===== config.mk =====
export PLATFORM = sky130hd
export DESIGN_NAME = pd_stream_sequencer
export DESIGN_NICKNAME = d
export VERILOG_FILES = /design/src/rtl/pd_seq_pkg.sv /design/src/rtl/pd_bit_serializer.sv /design/src/rtl/pd_stream_sequencer.sv
export SDC_FILE = /design/constraint.sdc
export NUM_CORES = 1
export LEC_CHECK = 0
export ABC_AREA = 1
export CAP_MARGIN = 20
export CORE_MARGIN = 4
export CORE_UTILIZATION = 45
export CTS_BUF_LIST = sky130_fd_sc_hd__clkbuf_4
export CTS_CLUSTER_DIAMETER = 200
export DETAILED_ROUTE_END_ITERATION = 10
export GPL_ROUTABILITY_DRIVEN = 0
export PLACE_DENSITY = 0.75
export SLEW_MARGIN = 20
export SYNTH_ARGS = -nofsm -noshare
export SYNTH_HDL_FRONTEND = slang
export SYNTH_HIERARCHICAL = 1
export SYNTH_SLANG_ARGS = --single-unit
export TNS_END_PERCENT = 100

===== constraint.sdc =====
create_clock -name clk -period 3.7 [get_ports clk]
set_input_delay 0.74 -clock clk [delete_from_list [all_inputs] [get_ports clk]]
set_output_delay 0.74 -clock clk [all_outputs]
set_load 0.005 [all_outputs]

===== src/rtl/pd_seq_pkg.sv =====
// Shared state encoding and default sizing for the pattern-detector stream sequencer.
// No logic; constants only.
package pd_seq_pkg;

  localparam int WORD_W_DEF     = 8;
  localparam int GAP_CYCLES_DEF = 2;
  localparam int CNT_W_DEF      = 16;
  localparam int LED_W_DEF      = 5;

  typedef enum logic [2:0] {
    IDLE   = 3'd0,
    SETUP  = 3'd1,
    TRIG   = 3'd2,
    HOLD   = 3'd3,
    SAMPLE = 3'd4,
    DONE   = 3'd5
  } seq_state_e;

endpackage


===== src/rtl/pd_bit_serializer.sv =====
// Parallel-load MSB-first shift register with a bit counter; last flags the final bit.
// Load/shift take effect on the next clock; no backpressure, the owner sequences it.
module pd_bit_serializer #(
  parameter int WORD_W = 8
) (
  input  logic              clk,
  input  logic              reset,
  input  logic              load,
  input  logic              shift,
  input  logic [WORD_W-1:0] load_data,
  output logic              bit_out,
  output logic              last
);

  localparam int CW = (WORD_W > 1) ? $clog2(WORD_W) : 1;

  logic [WORD_W-1:0] shreg_q, shreg_d;
  logic [CW-1:0]     bit_cnt_q, bit_cnt_d;

  always_comb begin
    shreg_d   = shreg_q;
    bit_cnt_d = bit_cnt_q;
    if (load) begin
      shreg_d   = load_data;
      bit_cnt_d = CW'(WORD_W - 1);
    end else if (shift) begin
      shreg_d   = shreg_q << 1;
      bit_cnt_d = bit_cnt_q - 1'b1;
    end
  end

  always_ff @(posedge clk) begin
    if (reset) begin
      shreg_q   <= '0;
      bit_cnt_q <= '0;
    end else begin
      shreg_q   <= shreg_d;
      bit_cnt_q <= bit_cnt_d;
    end
  end

  assign bit_out = shreg_q[WORD_W-1];
  assign last    = (bit_cnt_q == '0);

endmodule


===== src/rtl/pd_stream_sequencer.sv =====
// Serializes accepted words MSB-first onto pd_data/pd_trig and samples the detector after each bit.
// Accept-to-done is WORD_W*(GAP_CYCLES+3)+1 cycles; word_ready is high only in IDLE.
module pd_stream_sequencer
  import pd_seq_pkg::*;
#(
  parameter int WORD_W     = WORD_W_DEF,
  parameter int GAP_CYCLES = GAP_CYCLES_DEF,
  parameter int CNT_W      = CNT_W_DEF,
  parameter int LED_W      = LED_W_DEF
) (
  input  logic              clk,
  input  logic              reset,
  input  logic              word_valid,
  input  logic [WORD_W-1:0] word_data,
  output logic              word_ready,
  input  logic              abort,
  input  logic              clear_count,
  output logic              pd_data,
  output logic              pd_trig,
  input  logic [LED_W-1:0]  pd_led,
  input  logic              pd_on_led,
  output logic [LED_W-1:0]  led_snap,
  output logic [CNT_W-1:0]  match_count,
  output logic              busy,
  output logic              done
);

  localparam int GW = (GAP_CYCLES > 1) ? $clog2(GAP_CYCLES) : 1;

  seq_state_e       state_q, state_d;
  logic [GW-1:0]    gap_cnt_q, gap_cnt_d;
  logic [CNT_W-1:0] match_count_q, match_count_d;
  logic [LED_W-1:0] led_snap_q, led_snap_d;

  logic ser_load, ser_shift, ser_bit, ser_last;

  pd_bit_serializer #(
    .WORD_W (WORD_W)
  ) u_ser (
    .clk       (clk),
    .reset     (reset),
    .load      (ser_load),
    .shift     (ser_shift),
    .load_data (word_data),
    .bit_out   (ser_bit),
    .last      (ser_last)
  );

  always_comb begin
    state_d       = state_q;
    gap_cnt_d     = gap_cnt_q;
    match_count_d = match_count_q;
    led_snap_d    = led_snap_q;
    ser_load      = 1'b0;
    ser_shift     = 1'b0;
    word_ready    = 1'b0;
    pd_trig       = 1'b0;
    pd_data       = 1'b0;
    busy          = (state_q != IDLE);
    done          = (state_q == DONE);

    case (state_q)
      IDLE: begin
        word_ready = !reset;
        if (word_valid && !reset) begin
          ser_load = 1'b1;
          state_d  = SETUP;
        end
      end
      SETUP: begin
        pd_data = ser_bit;
        state_d = TRIG;
      end
      TRIG: begin
        pd_data   = ser_bit;
        pd_trig   = 1'b1;
        gap_cnt_d = GW'(GAP_CYCLES - 1);
        state_d   = HOLD;
      end
      HOLD: begin
        pd_data = ser_bit;
        if (gap_cnt_q == '0) begin
          state_d = SAMPLE;
        end else begin
          gap_cnt_d = gap_cnt_q - 1'b1;
        end
      end
      SAMPLE: begin
        pd_data    = ser_bit;
        led_snap_d = pd_led;
        if (pd_on_led && (match_count_q != '1)) begin
          match_count_d = match_count_q + 1'b1;
        end
        if (ser_last) begin
          state_d = DONE;
        end else begin
          ser_shift = 1'b1;
          state_d   = SETUP;
        end
      end
      DONE: begin
        state_d = IDLE;
      end
      default: begin
        state_d = IDLE;
      end
    endcase

    // An abort discards the partial word without touching the sampled results.
    if (abort && (state_q != IDLE)) begin
      state_d       = IDLE;
      pd_trig       = 1'b0;
      ser_shift     = 1'b0;
      gap_cnt_d     = gap_cnt_q;
      match_count_d = match_count_q;
      led_snap_d    = led_snap_q;
    end

    if (clear_count) begin
      match_count_d = '0;
    end
  end

  always_ff @(posedge clk) begin
    if (reset) begin
      state_q       <= IDLE;
      gap_cnt_q     <= '0;
      match_count_q <= '0;
      led_snap_q    <= '0;
    end else begin
      state_q       <= state_d;
      gap_cnt_q     <= gap_cnt_d;
      match_count_q <= match_count_d;
      led_snap_q    <= led_snap_d;
    end
  end

  assign match_count = match_count_q;
  assign led_snap    = led_snap_q;

endmodule


Word-level counts from Yosys, hierarchy flattened
Index checks and enable logic that the tools add are counted.
{ "word_totals": {"reg_bits": 36, "elab_cells": 53} }
{ "classes": {"n_bitwise": 1, "eq_ne": 8, "add_sub_neg": 3, "n_reduce_logical": 16, "mux": 19} }
{ "op_table": {"columns": ["op", "n"], "rows": [
  ["adder 16 x 1 -> 16 bit, second input constant", 1],
  ["2-to-1 mux 8 bit", 2],
  ["!= test 16 bit, second input constant", 1],
  ["2-to-1 mux 3 bit", 5],
  ["case mux 3 bit (5 select lines)", 1],
  ["2-to-1 mux 1 bit", 10],
  ["== test 3 x 2 -> 1 bit, second input constant", 2],
  ["== test 3 bit, second input constant", 2],
  ["logical NOT 3 bit", 2],
  ["AND reduction 2 bit", 3],
  ["!= test 2 bit, second input constant", 2],
  ["nonzero test 2 bit", 2],
  ["OR reduction 2 bit", 2],
  ["OR reduction 4 bit", 1],
  ["== test 3 x 1 -> 1 bit, second input constant", 1],
  ["logical AND 1 bit", 3],
  ["AND reduction 3 bit", 1],
  ["nonzero test 3 bit", 1],
  ["subtractor 3 x 1 -> 3 bit, second input constant", 1],
  ["case mux 1 bit (2 select lines)", 1],
  ["logical NOT 1 bit", 1],
  ["NOT 1 bit", 1],
  ["subtractor 1 bit, second input constant", 1]
]} }

Logic depth before layout (Yosys ltp)
Gate-level depths: netlist of the first run.
{ "logic_depth": {"depth_word": 6, "depth_mapped": 12} }

Hierarchy
Netlist of the first run, hierarchy kept.
{ "modules_own_cells": {"columns": ["module", "seq_area_each_um2", "cells_each", "n_inst", "area_per_inst_um2"], "rows": [
  ["pd_stream_sequencer", 500.5, 226, 1, 1480.2],
  ["pd_bit_serializer", 220.2, 77, 1, 546.8]
]} }

Worst setup path before layout of the first run
Ideal clock, no wire load.
{ "synth_path": {"kind": "input -> output", "startpoint": "input abort", "endpoint": "output pd_trig", "t_arrival_ns": 1.082, "path_stages": 3, "path_slack_ns": 1.878, "cell_sequence": "inv_1 nand3_1 nor2_1"} }
{ "synth_via": {"elab_chain_cells": 2} }
{ "synth_lines": {"columns": ["element", "line", "rtl"], "rows": [
  ["from (decl)", "pd_stream_sequencer.sv:16", "input logic abort,"],
  ["logical AND 1 bit", "pd_stream_sequencer.sv:110", "if (abort && (state_q != IDLE)) begin"],
  ["2-to-1 mux 1 bit", "pd_stream_sequencer.sv:110", null],
  ["to (decl)", "pd_stream_sequencer.sv:19", "output logic pd_trig,"]
]} }
No other way between the ends.

Worst setup path after layout of the first run
Ends and elaborated chain as after synthesis.

==> reports/results.ini, run 1 <==
[sta]
setup_tns_ns=0
setup_viol=0
max_freq_mhz=361
skew_ns=0.0173
rsz0062_at_grt=no
max_slew.worst_pin.slew_ns=0.785
slew_viol_final=0
slew_headroom=0.475
fin_crit_sh=0.748
final.min_clock_period_ns=2.77
final_hold_viol_count=0
setup_ws_ns=0.931

[synthesis]
synthFlopType=dfxtp_1
ys_types=31
synth_top_area_frac=0.356
synthesis.area_um2=2030
yosys_warnings=6
ys_async_sr_fraction=0
syn_avg_cell_area_um2=6.69
synth_largest_area_cell=dfxtp_1
synth-seq-cells=36
synthCells=303
synthTopCellsByArea=dfxtp_1 (36%), nand2_1 (17%), nand3_1 (8.4%)
seq_area_frac_synth=0.356
synth_edf_count=0
synth_fp_nets=325

[setup_path]
r2r_end=u_ser/shreg_q[6]$_SDFFE_PP0P_
path_max_fanout=3
cp_slowest_cell=clkdlybuf4s50_1
endpoint_kind=primary output
reg2reg_depth=9
cpPeakStageDelay_ns=0.52
crit_chain=clkdlybuf4s50_1 -> inv_1 -> nand3_1 -> nor2_1 -> clkdlybuf4s50_1
worstPathRequired_ns=2.96
crit-reg2reg-launch=u_ser/bit_cnt_q[0]$_SDFFE_PP0P_
arrival_ns=2.03
cpMostUsedCell=clkdlybuf4s50_1
startpoint_type=primary input
r2r_slack_ns=1.77
critical_path_class=in -> out

[layout]
ff_latch_area_um2=721
area_growth_pct=24.8
drive_above_1_share=0.0771
multi_input_area_um2=1070
filler_cell_count=443
antenna_cells=0
finalNetCount=371

[hold_path]
hold_path.class=reg -> reg
hold_start=u_ser/bit_cnt_q[1]$_SDFFE_PP0P_
hold_depth=2
min_to=u_ser/bit_cnt_q[1]$_SDFFE_PP0P_

[clock_network]
cts_tree=yes
clkLatencyLatePin_ns=0.35
cts_root_buffer=clkbuf_4
cts_sinks=36
clock_path_buffers=2
ctsHoldBuffers=0
cts_setup_buffers=0
cts_resized=0
cts.clk_slew.worst_paths_ns=0.10
cts_buffers=5
ctsHtreeMaxLevel=2

[floorplanning]
design.core.area_um2=4350
die_h_um=75.1
die_w_um=75.1
ioPinCount=45
die_area_um2=5640
rows=24
start_util=0.466

[drt]
antenna_left=0
drt-total-wl_um=4500
drc=0
dr.pass1.iters=4
wire_per_inst_um=11.2
drt_iter0_drc=157
num_vias=1997
viasPerCell=4.97

[place]
port_buffers=44
dp_slack_ns=0.922
dp_hpwl_um=3400

[pwr]
ir_drop_uv=179
p_per_area_nw_per_um2=298
leakagePower_uw=0.000960

[grt]
antenna_found_initial=0
grt_pass1_vias=1859
track_usage=0.180
grt_max_degree=17
grt_pass1_wl_um=7880
grt-ovfl-total=0

[run]
drv_cap=0

[status]
status=completed

[logic make-up (layout without fill, tap and decap cells)]
group | count (synthesis) | after routing | share of synthesized area
AO/OA/AOI/OAI | 33 | 33 | 0.0883
AND/OR/NAND/NOR | 179 | 179 | 0.410
adder cells (fa/ha/maj) | 3 | 3 | 0.0185
flip-flops | 36 | 36 | 0.356
XOR/XNOR | 3 | 3 | 0.0130
buffers and inverters | 49 | 96 | 0.114
[report_power, final]
part	switching (uW)	internal (uW)	leakage (uW)	total [uW]
sequential	9.64	403	0.000292	412
clock	132	87.8	0.0000338	220
combinational	66.4	56.7	0.000634	123
[how the worst max path moves through the flow]
stage               to  startpoint
5_1_grt        pd_trig       abort
3_5_place_dp   pd_trig       abort
3_3_place_gp   pd_trig       abort
4_1_cts        pd_trig       abort
2_1_floorplan  pd_trig       abort
6_report       pd_trig       abort
[worst max-delay path: cells and delay by family]
| kind | cells | cell delay, ns |
|---|---|---|
| buffers and inverters | 3 | 1.05 |
| and+or+nand+nor | 2 | 0.25 |
[sequential cells by signal (all words and copies together), names as in the netlist]
register,flops
gap_cnt_q,1
u_ser/shreg_q,8
led_snap,5
u_ser/bit_cnt_q,3
match_count,16
state_q,3
[layer usage]
| layer | vias up | GRT usage | part of all wire |
|---|---|---|---|
| li1 | 1052 | - | - |
| met1 | 891 | 0.217 | 0.44 |
| met2 | 50 | 0.310 | 0.50 |
| met3 | 4 | 0.0441 | 0.054 |
| met4 | 0 | 0.0593 | 0.0091 |
| met5 | - | 0 | 0 |
[cell type report]
class,instances,share of cell area
clock buffers,7,0.0208
clock inverters,1,0.00148
inverters,42,0.0623
multi-input cells,218,0.425
flip-flops and latches,36,0.285
well taps,52,0.0257
repair buffers,46,0.180
[synthesized netlist by cell type, drive strengths merged (2+ instances only)]
master	n
clkinv	2
ha	3
nand4	7
nand3b	2
nand3	34
inv	40
dfxtp	36
o21ai	6
clkbuf	2
a21oi	23
nand2	96
nor2	37
xor2	2
nor3	3
buf	5
[layout by cell type (no fill, tap or decap)]
| cell | synthesis | routed |
|---|---|---|
| buf_4 | 1 | 2 |
| nand2_2 | 3 | 3 |
| nand3_1 | 34 | 34 |
| clkinv_1 | 2 | 3 |
| nor2_1 | 31 | 31 |
| a21oi_1 | 22 | 22 |
| nand4_4 | 1 | 1 |
| o21ai_0 | 6 | 6 |
| clkdlybuf4s50_1 | 0 | 44 |
| nand3b_1 | 2 | 2 |
| clkbuf_4 | 0 | 7 |
| nand2_1 | 91 | 91 |
| o21bai_1 | 1 | 1 |
| nor3_1 | 2 | 2 |
| dfxtp_1 | 36 | 36 |
| ha_1 | 3 | 3 |
| xnor2_1 | 1 | 1 |
| o2111ai_1 | 1 | 1 |
| xor2_1 | 2 | 2 |
| nor3_4 | 1 | 1 |
| nor2_2 | 1 | 1 |
| inv_1 | 36 | 36 |
| a211oi_1 | 1 | 1 |
| a21oi_2 | 1 | 1 |
| a31oi_1 | 1 | 1 |
| nand4_1 | 6 | 6 |
| nor2_4 | 5 | 5 |
| inv_2 | 4 | 4 |
| nand2_4 | 2 | 2 |
[per-stage QoR]
step | cell area [um2] | hold WS, ns | utilization | total power, uW | cells
final | 2530 | 0.465 | 0.581 | 755 | 402
after global routing | 2530 | 0.496 | 0.581 | 798 | 402
after CTS | 2530 | 0.468 | 0.581 | 765 | 402
after detailed placement | 2470 | 0.453 | 0.568 | 545 | 394
after global placement | 2470 | 0.444 | 0.568 | 542 | 394
after floorplan | 2030 | 0.430 | - | 496 | 303
(Power assumes the default switching activity.)
==> inputs of run 2 (changes only) <==
==> constraint.sdc (replaced) <==
create_clock -name clk -period 2.7 [get_ports clk]
set_input_delay 0.54 -clock clk [delete_from_list [all_inputs] [get_ports clk]]
set_output_delay 0.54 -clock clk [all_outputs]
set_load 0.005 [all_outputs]
==> run 2 against run 1 <==
- via count up 1.4%
- non-clock buffer count up 2
- total power up 36%
- final area up 0.59%
- first-iteration DRC count down 43%
- routed wire length up 0.11%
- final cell count up 0.50%
- setup slack worse by 0.60 ns
- critical path depth unchanged
- clock power up 34%
- register-to-register slack worse by 0.73 ns
- sequential share of layout area down 0.17 points
- largest cell class unchanged
==> reports/results.ini, run 2 (synthesis gave the netlist of run 1 again) <==
[status]
status=completed

[setup_path]
crit-reg2reg-launch=match_count[0]$_SDFFE_PP0P_
critical_path_class=in -> out
arrival_ns=1.83
r2r_end=match_count[13]$_SDFFE_PP0P_
path_max_fanout=3
r2r_slack_ns=1.04
startpoint_type=primary input
endpoint_kind=primary output
reg2reg_depth=9
worstPathRequired_ns=2.16

[clock_network]
cts_sinks=36
cts_setup_buffers=0
cts_root_buffer=clkbuf_4
cts_buffers=5
cts.clk_slew.worst_paths_ns=0.10
ctsHoldBuffers=0
clock_path_buffers=2
ctsHtreeMaxLevel=2
cts_resized=0
cts_tree=yes
clkLatencyLatePin_ns=0.34

[layout]
area_growth_pct=25.6
drive_above_1_share=0.0824
antenna_cells=0
largest_reg_flops=16
layout_commonest_cell=nand2_1
final_area_um2=2540
layout_common_cells=nand2_1 (91), clkdlybuf4s50_1 (44), inv_1 (36), dfxtp_1 (36), nand3_1 (34)
finalNetCount=373

[hold_path]
hold_depth=2
hold_start=u_ser/bit_cnt_q[1]$_SDFFE_PP0P_
hold_path.class=reg -> reg
min_to=u_ser/bit_cnt_q[1]$_SDFFE_PP0P_

[floorplanning]
die_area_um2=5640
rows=24
design.core.area_um2=4350
ioPinCount=45
die_w_um=75.1
start_util=0.466
die_h_um=75.1

[pwr]
leakagePower_uw=0.000970
ir_drop_uv=268
p_per_area_nw_per_um2=404

[sta]
rsz0062_at_grt=no
final.min_clock_period_ns=2.37
max_slew.worst_pin.slew_ns=0.436
fin_crit_sh=0.877
max_freq_mhz=423
slew_headroom=0.709
skew_ns=0.0140
slew_viol_final=0
setup_tns_ns=0
final_hold_viol_count=0
setup_viol=0

[run]
drv_cap=0

[drt]
drt_iter0_drc=89
drc=0
num_vias=2024
viasPerCell=5.01
antenna_left=0
drt-total-wl_um=4510
dr.pass1.iters=4
wire_per_inst_um=11.2

[grt]
grt_pass1_vias=1755
grt_max_degree=17
antenna_found_initial=0
grt-ovfl-total=0
track_usage=0.169
grt_pass1_wl_um=7380

[place]
dp_hpwl_um=3350
port_buffers=44
dpl_cell_area_um2=2490

run 2: through the flow:
stage | instances | power [uW] | worst slack, ns | util | hold slack [ns]
2_1_floorplan | 303 | 679 | 1.14 | - | 0.430
3_3_place_gp | 396 | 745 | 0.360 | 0.572 | 0.437
3_5_place_dp | 396 | 746 | 0.324 | 0.572 | 0.445
4_1_cts | 404 | 1040 | 0.323 | 0.584 | 0.461
5_1_grt | 404 | 1090 | 0.242 | 0.584 | 0.487
6_report | 404 | 1030 | 0.333 | 0.584 | 0.458
run 2: critical path, cell delays in order:
cell and delay [ns]:
clkdlybuf4s50_1 0.40, inv_1 0.12, nand3_1 0.11, nor2_1 0.14
clkdlybuf4s50_1 0.52
run 2: layout make-up:
cell class	count	area [um2]
Sequential cell	36	721
Clock buffer	7	52.6
Clock inverter	1	3.75
Timing Repair Buffer	48	470
Inverter	42	158
Multi-Input combinational cell	218	1070
Fill cell	430	1810
Tap cell	52	65.1
run 2: worst max-delay path by stage:
stage	slack, ns	startpoint	end
after floorplan	1.14	reset	u_ser/shreg_q[1]$_SDFFE_PP0P_
after global placement	0.36	abort	pd_trig
after detailed placement	0.32	abort	pd_trig
after CTS	0.32	abort	pd_trig
after global routing	0.24	abort	pd_trig
final	0.33	abort	pd_trig
run 2: power by group:
group / total, uW / switching (uW) / internal [uW]
Sequential: 565 / 12.9 / 552
Combinational: 169 / 90.7 / 78.5
Clock: 295 / 174 / 120
run 2: routing by layer:
| layer | global-route usage | up-vias | part of all wire |
|---|---|---|---|
| li1 | - | 1056 | - |
| met4 | 0.0652 | 0 | 0.015 |
| met2 | 0.291 | 48 | 0.49 |
| met3 | 0.0441 | 6 | 0.052 |
| met1 | 0.200 | 914 | 0.45 |
| met5 | 0 | - | 0 |
